**src/rtl/mult_ctrl.sv**
```systemverilog
// Sequencer for the shift-and-add multiplier: drives register selects, Z-bus sources and shifts.
// Define MULT_SIGNED_EN to run 32 iterations for sign-extended 16-bit operands.
module mult_ctrl #(
  parameter int unsigned N_ITER = 16
) (
  input  logic       clk,
  input  logic       rst,
  input  logic       start,
  output logic [4:0] rd_enA,
  output logic [4:0] rd_enB,
  output logic [4:0] wr_en,
  output logic       add_en,
  output logic       shift_en,
  output logic       ppgen_en,
  output logic       ext_en,
  output logic       ext_sel,
  output logic       const_en,
  output logic       const_val,
  output logic       left_right,
  output logic       busy,
  output logic       done
);

`ifdef MULT_SIGNED_EN
  localparam int unsigned IterCount = 32;
`else
  localparam int unsigned IterCount = N_ITER;
`endif
  localparam logic [5:0] LastIter = 6'(IterCount - 1);

  localparam logic [4:0] SelNone = 5'b00000;
  localparam logic [4:0] SelR1   = 5'b00001;
  localparam logic [4:0] SelR2   = 5'b00010;
  localparam logic [4:0] SelR3   = 5'b00100;
  localparam logic [4:0] SelR4   = 5'b01000;
  localparam logic [4:0] SelR5   = 5'b10000;

  typedef enum logic [3:0] {
    StIdle,
    StLda,
    StLdb,
    StLdk,
    StClr,
    StPp,
    StAcc,
    StShl,
    StShr,
    StDone
  } state_e;

  state_e     state_q, state_d;
  logic [5:0] cnt_q, cnt_d;

  always_comb begin
    state_d = state_q;
    cnt_d   = cnt_q;
    case (state_q)
      StIdle: if (start) state_d = StLda;
      StLda:  state_d = StLdb;
      StLdb:  state_d = StLdk;
      StLdk:  state_d = StClr;
      StClr: begin
        cnt_d   = '0;
        state_d = StPp;
      end
      StPp:   state_d = StAcc;
      StAcc:  state_d = StShl;
      StShl:  state_d = StShr;
      StShr: begin
        cnt_d   = cnt_q + 6'd1;
        state_d = (cnt_q == LastIter) ? StDone : StPp;
      end
      StDone: state_d = StIdle;
      // Unused encodings recover to idle.
      default: state_d = StIdle;
    endcase
  end

  always_ff @(posedge clk) begin
    if (rst) begin
      state_q <= StIdle;
      cnt_q   <= '0;
    end else begin
      state_q <= state_d;
      cnt_q   <= cnt_d;
    end
  end

  // Moore decode: outputs depend on the state register only.
  always_comb begin
    rd_enA     = SelR1;
    rd_enB     = SelR1;
    wr_en      = SelNone;
    add_en     = 1'b0;
    shift_en   = 1'b0;
    ppgen_en   = 1'b0;
    ext_en     = 1'b0;
    ext_sel    = 1'b0;
    const_en   = 1'b0;
    const_val  = 1'b0;
    left_right = 1'b0;
    busy       = 1'b1;
    done       = 1'b0;
    case (state_q)
      StIdle: busy = 1'b0;
      StLda: begin
        ext_en = 1'b1;
        wr_en  = SelR1;
      end
      StLdb: begin
        ext_en  = 1'b1;
        ext_sel = 1'b1;
        wr_en   = SelR2;
      end
      StLdk: begin
        const_en  = 1'b1;
        const_val = 1'b1;
        wr_en     = SelR5;
      end
      StClr: begin
        const_en = 1'b1;
        wr_en    = SelR4;
      end
      StPp: begin
        rd_enA   = SelR1;
        rd_enB   = SelR2;
        ppgen_en = 1'b1;
        wr_en    = SelR3;
      end
      StAcc: begin
        rd_enA = SelR4;
        rd_enB = SelR3;
        add_en = 1'b1;
        wr_en  = SelR4;
      end
      StShl: begin
        rd_enA     = SelR1;
        rd_enB     = SelR5;
        shift_en   = 1'b1;
        left_right = 1'b1;
        wr_en      = SelR1;
      end
      StShr: begin
        rd_enA   = SelR2;
        rd_enB   = SelR5;
        shift_en = 1'b1;
        wr_en    = SelR2;
      end
      StDone: begin
        rd_enA = SelR4;
        done   = 1'b1;
      end
      default: busy = 1'b0;
    endcase
  end

  a_rd_onehot: assert property (@(posedge clk) disable iff (rst)
    $onehot(rd_enA) && $onehot(rd_enB));
  a_src_onehot0: assert property (@(posedge clk) disable iff (rst)
    $onehot0({add_en, shift_en, ppgen_en, ext_en, const_en}));
  a_wr_onehot0: assert property (@(posedge clk) disable iff (rst) $onehot0(wr_en));

endmodule

```
**config.mk**
```make
export PLATFORM = sky130hd
export DESIGN_NAME = mult_ctrl
export DESIGN_NICKNAME = d
export VERILOG_FILES = /design/src/rtl/mult_ctrl.sv
export SDC_FILE = /design/constraint.sdc
export NUM_CORES = 1
export LEC_CHECK = 0
export ABC_AREA = 1
export CORE_AREA = 2 2 43 45
export DETAILED_ROUTE_END_ITERATION = 8
export DIE_AREA = 0 0 45 47
export GPL_ROUTABILITY_DRIVEN = 0
export PLACE_DENSITY = 0.78
export SYNTH_ARGS = -nofsm -noshare
export SYNTH_HDL_FRONTEND = slang
export SYNTH_SLANG_ARGS = --single-unit
```
**constraint.sdc**
```tcl
create_clock -name clk -period 1.95 [get_ports clk]
set_clock_uncertainty 0.15 [all_clocks]
set_input_delay 0.39 -clock clk [delete_from_list [all_inputs] [get_ports clk]]
set_output_delay 0.39 -clock clk [all_outputs]
set_load 0.01 [all_outputs]
```
==> results.ini, run 1 <==
[yosys]
yosysTopAreaCell = dfxtp_1
postSynthCellCount = 114
netlist_area_um2 = 687
avgSynthCellArea_um2 = 6.03
ys_warn_count = 0
yosysSeqAreaShare_pct = 29.1
synth_area_leaders = dfxtp_1 (29%), nand2_1 (15%), nor2_1 (9.8%)
synth_top_area_share_pct = 29.1
synth_cell_type_count = 19
synth.ff_latch_count = 10

[clock_tree]
cts_tree = built
clkTransAtPathRegs_ns = 0.07
clock_latency_ns = 0.28
numCtsBuffers = 3
cts.sinks = 10
root_buffer = clkbuf_4
ctsHoldBuffers = 0
h-tree-depth = 1
cts_buffer_depth = 2

[global_routing]
antenna_found_initial = 0
first_global_vias = 737
grt_usage_pct = 20.0
grt_max_degree = 9
gr-total-overflow = 0
grt_pass1_wl_um = 3020

[worst_setup_path]
worst_ep_required_time_ns = 1.41
path_cells = inv_2, nor2_4, nand2_2, o21ai_2, nor2_1, dlygate4sd2_1
path_max_fanout = 4
critical_path_arrival_ns = 1.36
cpMaxStageDelayCell = dfxtp_4
critical_path.max_stage_delay_ns = 0.39
worstSetupPathType = register to output pin
critPathLaunchType = register
endpoint_kind = output pin

[pwr]
p_leak_nw = 0.555
p_per_area_nw_per_um2 = 581
ir_drop_v = 0.000420
fin_total_pwr_uw = 588

[sta]
fin_crit_sh_pct = 97.4
hold_viol_final = 0
setup_viol = 0
report.final.slew_viol_count = 0
worst_slack_ns = 0.0502
rsz0062_at_grt = true
max_freq_ghz = 0.526
period_needed_ns = 1.90

[place]
dp_slack_ns = -0.0401
hpwl_um = 1380
io_buffers = 24
placed_cell_area_um2 = 958

[finish]
layout-area-overhead-vs-synth_pct = 47.4
layout_commonest_cell = nand2_1
regArea_um2 = 215
multi_input_area_um2 = 425
postLayoutCoreUtil_pct = 61.3
fin_area_um2 = 1010
antenna_cells = 0
drive_gt1_share_pct = 27.6
fillers = 163
nets = 150
final_cell_mix = nand2_1 (26), nor2_1 (14), dlygate4sd2_1 (13)

[route]
ant_nets = 0
wl_per_cell_um = 11.4
drc = 0
vias = 812
finalWirelength_um = 1850
drt-initial-drc-count = 8
viasPerCell = 5.01
dr.pass1.iters = 4

[die]
die_height_um = 47
fp-row-count = 15
ios = 28
coreArea_um2 = 1650
start_util_pct = 41.6
die_x_um = 45
die-area_um2 = 2120

[run]
maxCapViolations = 0

[worst_hold_path]
hp-class = register to register

[run_status]
outcome = complete, no violations

cell type report:
cell class,instances,share of cell area (%)
multi-input cells,83,42.0
inverters,16,5.93
clock buffers,4,3.58
well taps,17,2.10
flip-flops and latches,10,21.3
repair buffers,32,25.1
synth_stat cells, drive strengths merged:
cell	instances
inv	16
buf	6
dfxtp	10
nor2	21
a21oi	8
conb	1
nor3	1
nand2	30
nand4	3
clkbuf	1
nand3	10
o21ai	6
ha	1
flip-flops by register name, indices dropped and copies added (netlist names):
register,count
state_q,4
cnt_q,6
metrics by stage:
| stage | setup TNS (ns) | hold WS (ns) | std cells |
|---|---|---|---|
| final | 0 | 0.338 | 162 |
| after global routing | -0.0394 | 0.366 | 162 |
| after CTS | -0.00172 | 0.323 | 161 |
| after detailed placement | -0.142 | 0.368 | 157 |
| after global placement | -0.0499 | 0.358 | 157 |
| after floorplan | 0 | 0.309 | 116 |
report_power, final:
part	total, mW	internal, mW	switching (mW)
combinational	0.165	0.0690	0.0957
sequential	0.230	0.212	0.0178
clock	0.193	0.114	0.0791
total	0.588	0.395	0.193
routing by layer:
layer / GRT usage (%) / vias up / part of all wire, % / wire length (um)
li1: - / 414 / - / -
met1: 19.7 / 358 / 36 / 665
met2: 38.3 / 32 / 54 / 989
met3: 2.31 / 8 / 6.7 / 124
met4: 14.7 / 0 / 3.5 / 65
met5: 0 / - / 0 / 0
cells by family after synthesis:
kind of cell | count (synthesis) | synth area share [%]
AO/OA/AOI/OAI | 14 | 10.2
adder cells (fa/ha/maj) | 1 | 1.82
buffers and inverters | 23 | 16.0
flip-flops | 10 | 29.1
other | 1 | 0.546
AND/OR/NAND/NOR | 65 | 42.3
timing repair:
item / in CTS / in global routing
setup endpoints to repair: 22 / 10
resized for setup: 41 / 17
setup buffers: 0 / 1
pin swaps: 1 / 1
endpoints found under the hold margin: 0 / 0
worst max-delay path, delay by kind of cell, from the launching register on:
family                 cells  cell delay (ns)
flip-flops                 1             0.39
buffers and inverters      2             0.34
AND/OR/NAND/NOR            3             0.28
AO/OA/AOI/OAI              1             0.07
worst paths after layout:
kind | endpoint | slack, ns | cells past startpoint | from
max | rd_enA[0] | 0.05 | 6 | state_q[2]
max reg2reg | cnt_q[4] | 0.53 | 8 | state_q[2]
min reg2reg | state_q[0] | 0.34 | 1 | state_q[0]
min | state_q[0] | 0.34 | 1 | state_q[0]
Power figures use the tool's default switching activity.
==> run 2: changes to the inputs <==
Settings changed: CTS_CLUSTER_SIZE from default to 10.
==> results of run 2 <==
Same layout as run 1: the final DEF is identical, and so are final timing and power.
